<file path="config.mk">
export PLATFORM = sky130hd
export DESIGN_NAME = irb_conv_scheduler_flat
export DESIGN_NICKNAME = d
export VERILOG_FILES = /design/src/rtl/irb_pkg.sv /design/src/rtl/irb_conv_scheduler_if.sv /design/src/rtl/sched_req_port.sv /design/src/rtl/irb_conv_scheduler.sv /design/src/flat_wrapper.sv
export SDC_FILE = /design/constraint.sdc
export NUM_CORES = 1
export LEC_CHECK = 0
export CAP_MARGIN = 20
export CORE_UTILIZATION = 47
export DETAILED_ROUTE_END_ITERATION = 8
export PLACE_DENSITY = 0.81
export SETUP_SLACK_MARGIN = 0.3
export SKIP_CTS_REPAIR_TIMING = 1
export SYNTH_ARGS = -nofsm -noshare
export SYNTH_HDL_FRONTEND = slang
export SYNTH_SLANG_ARGS = --single-unit
</file>
<file path="constraint.sdc">
create_clock -name clk -period 3.35 [get_ports clk]
set_clock_uncertainty 0.15 [all_clocks]
set_input_delay 0.8375 -clock clk [delete_from_list [all_inputs] [get_ports clk]]
set_output_delay 0.8375 -clock clk [all_outputs]
set_load 0.02 [all_outputs]
</file>
<file path="src/rtl/irb_pkg.sv">
// Shared types and constants for the IRB convolution layer scheduler.
package irb_pkg;

    localparam int KEX_N_ELEM = 64;
    localparam int Npar       = 8;
    localparam int SIZE_KEX_W = $clog2(KEX_N_ELEM + 1);
    localparam int NIF_W      = 11;
    localparam int TILE_W_DEF = 8;
    localparam int GRP_W_DEF  = 6;

    typedef enum logic [2:0] {
        S_IDLE,
        S_LOAD,
        S_CONV_START,
        S_CONV_WAIT,
        S_STORE,
        S_DONE
    } sched_state_t;

endpackage

</file>
<file path="src/rtl/irb_conv_scheduler_if.sv">
// Load, convolution-engine and store handshakes between the scheduler and its datapath.
interface irb_conv_scheduler_if
    import irb_pkg::*;
#(
    parameter int TILE_W = TILE_W_DEF,
    parameter int GRP_W  = GRP_W_DEF
);
    logic                  ld_fmi_req;
    logic [TILE_W-1:0]     ld_fmi_tile;
    logic                  ld_fmi_ack;
    logic                  ld_kex_req;
    logic [GRP_W-1:0]      ld_kex_grp;
    logic                  ld_kex_ack;
    logic                  conv_start;
    logic [NIF_W-1:0]      conv_nif;
    logic [SIZE_KEX_W-1:0] conv_size_kex;
    logic                  conv_finish;
    logic                  st_req;
    logic [TILE_W-1:0]     st_tile;
    logic [GRP_W-1:0]      st_grp;
    logic                  st_ack;

    modport master (
        output ld_fmi_req, ld_fmi_tile, input ld_fmi_ack,
        output ld_kex_req, ld_kex_grp, input ld_kex_ack,
        output conv_start, conv_nif, conv_size_kex, input conv_finish,
        output st_req, st_tile, st_grp, input st_ack
    );

    modport slave (
        input ld_fmi_req, ld_fmi_tile, output ld_fmi_ack,
        input ld_kex_req, ld_kex_grp, output ld_kex_ack,
        input conv_start, conv_nif, conv_size_kex, output conv_finish,
        input st_req, st_tile, st_grp, output st_ack
    );
endinterface

</file>
<file path="src/rtl/sched_req_port.sv">
// One request/acknowledge port: raises req while issue is held, drops it after the ack,
// and reports completion until issue is released so the request fires once per visit.
module sched_req_port (
    input  logic clk,
    input  logic rst,
    input  logic issue,
    input  logic ack,
    output logic req,
    output logic complete
);

    always_ff @(posedge clk) begin
        if (rst) begin
            req      <= 1'b0;
            complete <= 1'b0;
        end else if (!issue) begin
            req      <= 1'b0;
            complete <= 1'b0;
        end else if (req && ack) begin
            req      <= 1'b0;
            complete <= 1'b1;
        end else if (!complete) begin
            req      <= 1'b1;
        end
    end

endmodule

</file>
<file path="src/rtl/irb_conv_scheduler.sv">
// Layer scheduler: walks tiles x kernel groups through load, 1x1 convolution and store.
// Optional perf counters (perf_cycles, perf_stall) are built when IRB_SCHED_PERF_EN is defined.
module irb_conv_scheduler
    import irb_pkg::*;
#(
    parameter int TILE_W = TILE_W_DEF,
    parameter int GRP_W  = GRP_W_DEF
) (
    input  logic                  clk,
    input  logic                  rst,
    input  logic                  start,
    input  logic [TILE_W-1:0]     n_tiles,
    input  logic [GRP_W-1:0]      n_grp,
    input  logic [NIF_W-1:0]      nif_cfg,
    input  logic [SIZE_KEX_W-1:0] size_kex_cfg,
    output logic                  busy,
    output logic                  done,
`ifdef IRB_SCHED_PERF_EN
    output logic [31:0]           perf_cycles,
    output logic [31:0]           perf_stall,
`endif
    irb_conv_scheduler_if.master  bus
);

    sched_state_t          state;
    logic [TILE_W-1:0]     tile_q, n_tiles_q;
    logic [GRP_W-1:0]      grp_q, n_grp_q;
    logic [NIF_W-1:0]      nif_q;
    logic [SIZE_KEX_W-1:0] size_kex_q;
    logic                  conv_start_q;
    logic                  fmi_issue, kex_issue, st_issue;
    logic                  fmi_cmp, kex_cmp, st_cmp;
    logic                  load_ok;

    // The feature-map tile is shared by all kernel groups, so it is only fetched at grp 0.
    assign fmi_issue = (state == S_LOAD) && (grp_q == '0);
    assign kex_issue = (state == S_LOAD);
    assign st_issue  = (state == S_STORE);
    assign load_ok   = kex_cmp && (fmi_cmp || !fmi_issue);

    sched_req_port u_fmi_port (.clk(clk), .rst(rst), .issue(fmi_issue), .ack(bus.ld_fmi_ack),
                               .req(bus.ld_fmi_req), .complete(fmi_cmp));
    sched_req_port u_kex_port (.clk(clk), .rst(rst), .issue(kex_issue), .ack(bus.ld_kex_ack),
                               .req(bus.ld_kex_req), .complete(kex_cmp));
    sched_req_port u_st_port  (.clk(clk), .rst(rst), .issue(st_issue), .ack(bus.st_ack),
                               .req(bus.st_req), .complete(st_cmp));

    assign bus.ld_fmi_tile   = tile_q;
    assign bus.ld_kex_grp    = grp_q;
    assign bus.st_tile       = tile_q;
    assign bus.st_grp        = grp_q;
    assign bus.conv_start    = conv_start_q;
    assign bus.conv_nif      = nif_q;
    assign bus.conv_size_kex = size_kex_q;

    always_ff @(posedge clk) begin
        if (rst) begin
            state        <= S_IDLE;
            busy         <= 1'b0;
            done         <= 1'b0;
            conv_start_q <= 1'b0;
            tile_q       <= '0;
            grp_q        <= '0;
            n_tiles_q    <= '0;
            n_grp_q      <= '0;
            nif_q        <= '0;
            size_kex_q   <= '0;
        end else begin
            done         <= 1'b0;
            conv_start_q <= 1'b0;
            case (state)
                S_IDLE: begin
                    if (start) begin
                        n_tiles_q  <= n_tiles;
                        n_grp_q    <= n_grp;
                        nif_q      <= nif_cfg;
                        size_kex_q <= size_kex_cfg;
                        tile_q     <= '0;
                        grp_q      <= '0;
                        busy       <= 1'b1;
                        state      <= (n_tiles == '0 || n_grp == '0) ? S_DONE : S_LOAD;
                    end
                end
                S_LOAD: begin
                    if (load_ok) begin
                        conv_start_q <= 1'b1;
                        state        <= S_CONV_START;
                    end
                end
                S_CONV_START: state <= S_CONV_WAIT;
                S_CONV_WAIT: begin
                    if (bus.conv_finish) state <= S_STORE;
                end
                S_STORE: begin
                    if (st_cmp) begin
                        if (grp_q == n_grp_q - GRP_W'(1)) begin
                            grp_q <= '0;
                            if (tile_q == n_tiles_q - TILE_W'(1)) begin
                                state <= S_DONE;
                            end else begin
                                tile_q <= tile_q + TILE_W'(1);
                                state  <= S_LOAD;
                            end
                        end else begin
                            grp_q <= grp_q + GRP_W'(1);
                            state <= S_LOAD;
                        end
                    end
                end
                S_DONE: begin
                    done  <= 1'b1;
                    busy  <= 1'b0;
                    state <= S_IDLE;
                end
                default: state <= S_IDLE;
            endcase
        end
    end

`ifdef IRB_SCHED_PERF_EN
    function automatic logic [31:0] sat_inc(input logic [31:0] v);
        return (v == '1) ? v : v + 32'd1;
    endfunction

    logic stall;
    assign stall = ((state == S_LOAD) || (state == S_STORE)) &&
                   (bus.ld_fmi_req || bus.ld_kex_req || bus.st_req);

    always_ff @(posedge clk) begin
        if (rst || (state == S_IDLE && start)) begin
            perf_cycles <= '0;
            perf_stall  <= '0;
        end else begin
            if (busy)  perf_cycles <= sat_inc(perf_cycles);
            if (stall) perf_stall  <= sat_inc(perf_stall);
        end
    end
`endif

endmodule
</file>
<file path="src/flat_wrapper.sv">
// flat-port wrapper written by rule: the top's interface ports become plain ports
module irb_conv_scheduler_flat import irb_pkg::*;
#(
    parameter int TILE_W = TILE_W_DEF,
    parameter int GRP_W  = GRP_W_DEF
)
  (clk, rst, start, n_tiles, n_grp, nif_cfg, size_kex_cfg, busy, done, bus_ld_fmi_req, bus_ld_fmi_tile, bus_ld_fmi_ack, bus_ld_kex_req, bus_ld_kex_grp, bus_ld_kex_ack, bus_conv_start, bus_conv_nif, bus_conv_size_kex, bus_conv_finish, bus_st_req, bus_st_tile, bus_st_grp, bus_st_ack);
  irb_conv_scheduler_if #(.TILE_W(TILE_W), .GRP_W(GRP_W)) bus_i ();
  input  logic clk;
  input  logic rst;
  input  logic start;
  input  logic [TILE_W-1:0] n_tiles;
  input  logic [GRP_W-1:0] n_grp;
  input  logic [NIF_W-1:0] nif_cfg;
  input  logic [SIZE_KEX_W-1:0] size_kex_cfg;
  output logic busy;
  output logic done;
  output wire logic [$bits(bus_i.ld_fmi_req)-1:0] bus_ld_fmi_req;
  output wire logic [$bits(bus_i.ld_fmi_tile)-1:0] bus_ld_fmi_tile;
  input wire logic [$bits(bus_i.ld_fmi_ack)-1:0] bus_ld_fmi_ack;
  output wire logic [$bits(bus_i.ld_kex_req)-1:0] bus_ld_kex_req;
  output wire logic [$bits(bus_i.ld_kex_grp)-1:0] bus_ld_kex_grp;
  input wire logic [$bits(bus_i.ld_kex_ack)-1:0] bus_ld_kex_ack;
  output wire logic [$bits(bus_i.conv_start)-1:0] bus_conv_start;
  output wire logic [$bits(bus_i.conv_nif)-1:0] bus_conv_nif;
  output wire logic [$bits(bus_i.conv_size_kex)-1:0] bus_conv_size_kex;
  input wire logic [$bits(bus_i.conv_finish)-1:0] bus_conv_finish;
  output wire logic [$bits(bus_i.st_req)-1:0] bus_st_req;
  output wire logic [$bits(bus_i.st_tile)-1:0] bus_st_tile;
  output wire logic [$bits(bus_i.st_grp)-1:0] bus_st_grp;
  input wire logic [$bits(bus_i.st_ack)-1:0] bus_st_ack;
  assign bus_ld_fmi_req = bus_i.ld_fmi_req;
  assign bus_ld_fmi_tile = bus_i.ld_fmi_tile;
  assign bus_i.ld_fmi_ack = bus_ld_fmi_ack;
  assign bus_ld_kex_req = bus_i.ld_kex_req;
  assign bus_ld_kex_grp = bus_i.ld_kex_grp;
  assign bus_i.ld_kex_ack = bus_ld_kex_ack;
  assign bus_conv_start = bus_i.conv_start;
  assign bus_conv_nif = bus_i.conv_nif;
  assign bus_conv_size_kex = bus_i.conv_size_kex;
  assign bus_i.conv_finish = bus_conv_finish;
  assign bus_st_req = bus_i.st_req;
  assign bus_st_tile = bus_i.st_tile;
  assign bus_st_grp = bus_i.st_grp;
  assign bus_i.st_ack = bus_st_ack;
  irb_conv_scheduler #(.TILE_W(TILE_W), .GRP_W(GRP_W)) u_core (.clk(clk), .rst(rst), .start(start), .n_tiles(n_tiles), .n_grp(n_grp), .nif_cfg(nif_cfg), .size_kex_cfg(size_kex_cfg), .busy(busy), .done(done), .bus(bus_i));
endmodule
</file>
# Word level (Yosys, flattened, before mapping)

Index checks and enable logic that the tools add are counted.

Word-level logic and storage cells: 82
Input bits: 39
Register bits after elaboration: 58
Output and inout port bits: 52

Reductions and logical operators: 25
Eq/ne operators: 13
Bitwise operators: 3
Mux-type cells: 21
$add $sub $neg: 4

Operators by type and width:

| operator              | count |
|---|---|
| $mux W8               | 4 |
| $mux W3               | 7 |
| $mux W6               | 3 |
| $pmux W8 S2           | 1 |
| $pmux W3 S5           | 1 |
| $logic_not A6 Y1      | 2 |
| $pmux W6 S2           | 1 |
| $reduce_or A3 Y1      | 3 |
| $add A8 B1 Y8 const B | 1 |
| $eq A8 B8 Y1          | 1 |
| $logic_not A8 Y1      | 1 |
| $sub A8 B1 Y8 const B | 1 |
| $add A6 B1 Y6 const B | 1 |
| $eq A3 B2 Y1 const B  | 2 |
| $eq A3 B3 Y1 const B  | 2 |
| $eq A6 B6 Y1          | 1 |
| $ne A2 B1 Y1 const B  | 3 |
| $ne A2 B2 Y1 const B  | 3 |
| $reduce_or A2 Y1      | 3 |
| $sub A6 B1 Y6 const B | 1 |
| $logic_and A1 B1 Y1   | 5 |
| $reduce_and A5 Y1     | 1 |
| $reduce_and A2 Y1     | 2 |
| $reduce_and A4 Y1     | 1 |
| 9 further kinds       | 15 |

# Longest topological paths before layout

Depth in word-level cells: 7
Mapped depth: 10

# Hierarchy

A second synthesis with hierarchy kept.

Cell total of the unflattened synthesis: 369
Area, all modules: 2954.1 sq um

By module, submodules not included:

| module             | cells each | seq. area each (sq um) | area an instance (sq um) | instances |
|---|---|---|---|---|
| irb_conv_scheduler | 348        | 1041.0                 | 2732.6                   | 1 |
| sched_req_port     | 7          | 40.0                   | 73.8                     | 3 |

# Least setup slack after synthesis

No wires, ideal clock.

Path kind: flip-flop to flip-flop
From: reg u_core.n_grp_q[0]
To: reg u_core.tile_q[1] (netlist: u_core.bus.ld_fmi_tile[1])
Arrival time: 2265 ps
Setup time: 70 ps
Setup slack: 865 ps
Period minus slack after synthesis: 2485 ps
Cell stages (with the launch flop): 10
Path through: dfxtp_1 inv_1 ha_1 nor2b_1 or2b_2 a2111oi_2 o2111a_2 o21ai_4 or4b_1 a21oi_1

Word-level cells in the longest chain between the ends: 4

Ends and longest elaborated chain:

| item                        | RTL line                  | source |
|---|---|---|
| start: declaration          | irb_conv_scheduler.sv:27  | `logic [GRP_W-1:0] grp_q, n_grp_q;` |
| start signal: assignment    | irb_conv_scheduler.sv:75  | `n_grp_q <= n_grp;` |
| $sub A6 B1 Y6               | irb_conv_scheduler.sv:96  | `if (grp_q == n_grp_q - GRP_W'(1)) begin` |
| $eq A6 B6 Y1                | irb_conv_scheduler.sv:96  |  |
| $ne A2 B1 Y1 (no line)      | --                        |  |
| $reduce_and A5 Y1 (no line) | --                        |  |
| end signal: assignment      | irb_conv_scheduler.sv:101 | `tile_q <= tile_q + TILE_W'(1);` |
| end: declaration            | irb_conv_scheduler.sv:26  | `logic [TILE_W-1:0] tile_q, n_tiles_q;` |

Every way passes these cells.
A chain may end at the register's enable or synchronous reset.

# Worst setup path after layout

From: reg u_core.n_tiles_q[0]
To: reg u_core.tile_q[2] (netlist: u_core.bus.ld_fmi_tile[2])

Word-level cells in the longest chain between the ends: 4

Ends and longest elaborated chain:

| item                        | RTL line                 | source |
|---|---|---|
| start: declaration          | irb_conv_scheduler.sv:26 |  |
| start signal: assignment    | irb_conv_scheduler.sv:74 | `n_tiles_q <= n_tiles;` |
| $sub A8 B1 Y8               | irb_conv_scheduler.sv:98 | `if (tile_q == n_tiles_q - TILE_W'(1)) begin` |
| $eq A8 B8 Y1                | irb_conv_scheduler.sv:98 |  |
| $ne A2 B2 Y1 (no line)      | --                       |  |
| $reduce_and A5 Y1 (no line) | --                       |  |

Every way passes these cells.

==> results_dict.tcl <==
set metrics [dict create \
    post-route-drc-count 0 \
    power.density_mw_per_mm2 444 \
    ys_ff_latch 58 \
    cts_buffers 9 \
    ant_nets 0 \
    synthesis.area_mm2 0.00290 \
    cp_data_arrival_time_ns 2.77 \
    use_met2 0.379 \
    fin_crit_sh 0.815 \
    syn_inst 354 \
    synthTopCellsByArea "dfxtp_1 40%, nand2_1 9.3%, a21oi_1 7.4%" \
    layout.nets 473 \
    core_mm2 0.00592 \
    crit_chain "inv_1 -> ha_1 -> xnor2_1 -> a2111oi_0 -> nand4b_1 -> or4_1 -> nand4_1 -> o21ai_0" \
    busiest_layer "met2" \
    root_buffer "clkbuf_8" \
    die_w_um 80.5 \
    fmax_mhz 366 \
    cts_tree "built" \
    antenna_found_initial 0 \
    synthMuxAreaShare 0.00345 \
    synth_simple_gate_area_frac 0.238 \
    detail_route.vias_per_cell 5.34 \
    leakagePower_uw 0.00141 \
    crit_slowest_cell "or4_1" \
    numClockSinks 58 \
    wl_per_cell_um 13.6 \
    worstSkewPairLatency_ns 0.33 \
    worstSetupEndpointType "flop" \
    port_buffers 90 \
    postSynthAreaPerCell_um2 8.19 \
    grt_max_degree 37 \
    synth_xor_area_frac 0.0665 \
    yosys_warnings 0 \
    maxCapViolCount 0 \
    dr.pass1.iters 4 \
    grt_pass1_vias 2549 \
    min_path_type "reg -> reg" \
    clockBufferDepth 2 \
    power_uw 1720 \
    tightest_slew_ns 0.582 \
    die_height_um 80.5 \
    grtUsageMet1 0.261 \
    status "complete, no violations" \
    ys.flop_type "dfxtp_1" \
    dieArea_mm2 0.00649 \
    crit_cells 8 \
    maxSlewHeadroom 0.609 \
    critPathLaunchType "flop" \
    path_max_fanout 7 \
    ir_drop_mv 0.240 \
    tns_ns 0 \
    critPathTopFamily "simple AND/OR/NAND/NOR gates" \
    start_util 0.490 \
    critical_path_class "reg -> reg" \
    crit_required_ns 3.39 \
    synth_top_area_frac 0.401 \
    slowest_delay_ns 0.54 \
    post-route-min-period_ns 2.73 \
    globalplace.congestion 0.807 \
    area_growth_pct 33.5 \
    r2r_cells 8 \
    fillers 493 \
    num_vias 2703 \
    synthTopCellsByCount "72 x nand2_1, 58 x dfxtp_1, 43 x a21oi_1" \
    holdWs_ns 0.303 \
    synth.distinct_cells 57 \
    grtUsageMet3 0.0750 \
    n_antenna_cell 0 \
    grt_overflow 0 \
    rows 28 \
    crit_buf_inv 1 \
    rsz0062_at_grt "false" \
    synthArstFlopShare 0 \
    synth_compound_area_frac 0.185 \
    htreeDepth 3 \
    grt_first_pass_wirelength_mm 11.3 \
    routed_wl_mm 6.88 \
    hold_viol_final 0 \
    ioPinCount 91 \
    synth_most_common_cell "nand2_1" \
    synth_fp_nets 398 \
    yosysTopAreaCell "dfxtp_1" \
    ys_seq_area_frac 0.401 \
    setup_viol 0 \
    grt_use_total 0.229 \
    synthAdderAreaFrac 0.0216 \
    synth-edff-count 0 \
    maxSlewViolCount 0 \
    drt-initial-drc-count 111 \
    holdPathStages 2 \
    synth_top_family_by_area "simple AND/OR/NAND/NOR gates" \
    clk_pin_slew_worst_paths_ns 0.06 \
    place_hpwl_mm 4.97 \
    drive_above_1_share 0.0673 \
]
==> worst reg2reg max path: cells and delay by family (launching register included) <==
family                     cells  cell delay [ns]
DFF                            1             0.41
xor gates and xnor gates       1             0.12
buffers and inverters          1             0.06
adders and majority gates      1             0.30
and+or+nand+nor                3             0.93
AOI/OAI and AO/OA              2             0.62
==> final timing paths <==
check	start	to	slack, ns
setup / recovery	u_core.n_tiles_q[0]	u_core.bus.ld_fmi_tile[2]	0.62
setup reg to reg	u_core.n_tiles_q[0]	u_core.bus.ld_fmi_tile[2]	0.62
hold / removal	u_core.bus.conv_nif[1]	u_core.bus.conv_nif[1]	0.30
hold reg to reg	u_core.bus.conv_nif[1]	u_core.bus.conv_nif[1]	0.30
==> routing by layer <==
metal | wire, µm | vias up
met5 | 0 | -
met4 | 160 | 0
met3 | 549 | 19
met2 | 3200 | 95
met1 | 2970 | 1227
li1 | - | 1362
==> cell type report <==
cell class,instances,area (µm²),area share
multi-input cells,257,1490,0.386
flip-flops and latches,58,1160,0.300
repair buffers,94,931,0.240
inverters,9,33.8,0.00873
clock buffers,13,159,0.0410
well taps,75,93.8,0.0242
==> sequential cells by signal, indices dropped and copies added, names as in the netlist <==
signal                      count
u_core.bus.conv_nif            11
u_core.n_tiles_q                8
u_core.busy                     1
u_core.u_fmi_port.complete      1
u_core.bus.conv_start           1
u_core.u_kex_port.req           1
u_core.bus.conv_size_kex        7
u_core.u_st_port.complete       1
u_core.u_kex_port.complete      1
u_core.bus.ld_kex_grp           6
u_core.state                    3
u_core.u_fmi_port.req           1
u_core.n_grp_q                  6
u_core.u_st_port.req            1
u_core.bus.ld_fmi_tile          8
u_core.done                     1
==> stage by stage <==
| step | util | area, µm² | std cells | setup slack, ns |
|---|---|---|---|---|
| final | 0.654 | 3870 | 506 | 0.621 |
| after global routing | 0.654 | 3870 | 506 | 0.372 |
| after CTS | 0.654 | 3870 | 506 | 0.620 |
| after detailed placement | 0.627 | 3710 | 493 | 0.483 |
| after global placement | 0.627 | 3710 | 493 | 0.555 |
| after floorplan | - | 2900 | 354 | 0.865 |
==> logic make-up (layout without fill, tap and decap cells) <==
family,Yosys count,in the layout
AND/OR/NAND/NOR,145,145
AO/OA/AOI/OAI,84,84
flip-flops,58,58
buffers and inverters,39,116
XOR/XNOR,22,22
adder cells (fa/ha/maj),5,5
multiplexers,1,1
==> report_power, final <==
part	switching (µW)	internal, µW	leakage (µW)
combinational	210	187	0.000856
clock	246	297	0.0000815
sequential	42.9	734	0.000473
total	498	1220	0.00141
==> layout by cell type, fill, tap and decap left out, types with 2 or more instances in the layout <==
cell             count
a2111oi_0            3
a211oi_1             4
a21oi_1             43
a41o_1               2
and3_1               4
buf_4                4
clkbuf_1             2
clkbuf_8            11
clkdlybuf4s50_1     90
dfxtp_1             58
ha_1                 5
inv_1                9
nand2_1             72
nand2b_1             7
nand3_1              5
nand4_1              2
nor2_1              21
nor2_2               3
nor2b_1              6
nor3_1               6
nor3b_1              2
nor4_1               3
o21ai_0             11
o311ai_0             6
o31ai_1              2
or3_1                2
xnor2_1             14
xor2_1               8
Power figures use the tool's default switching activity.
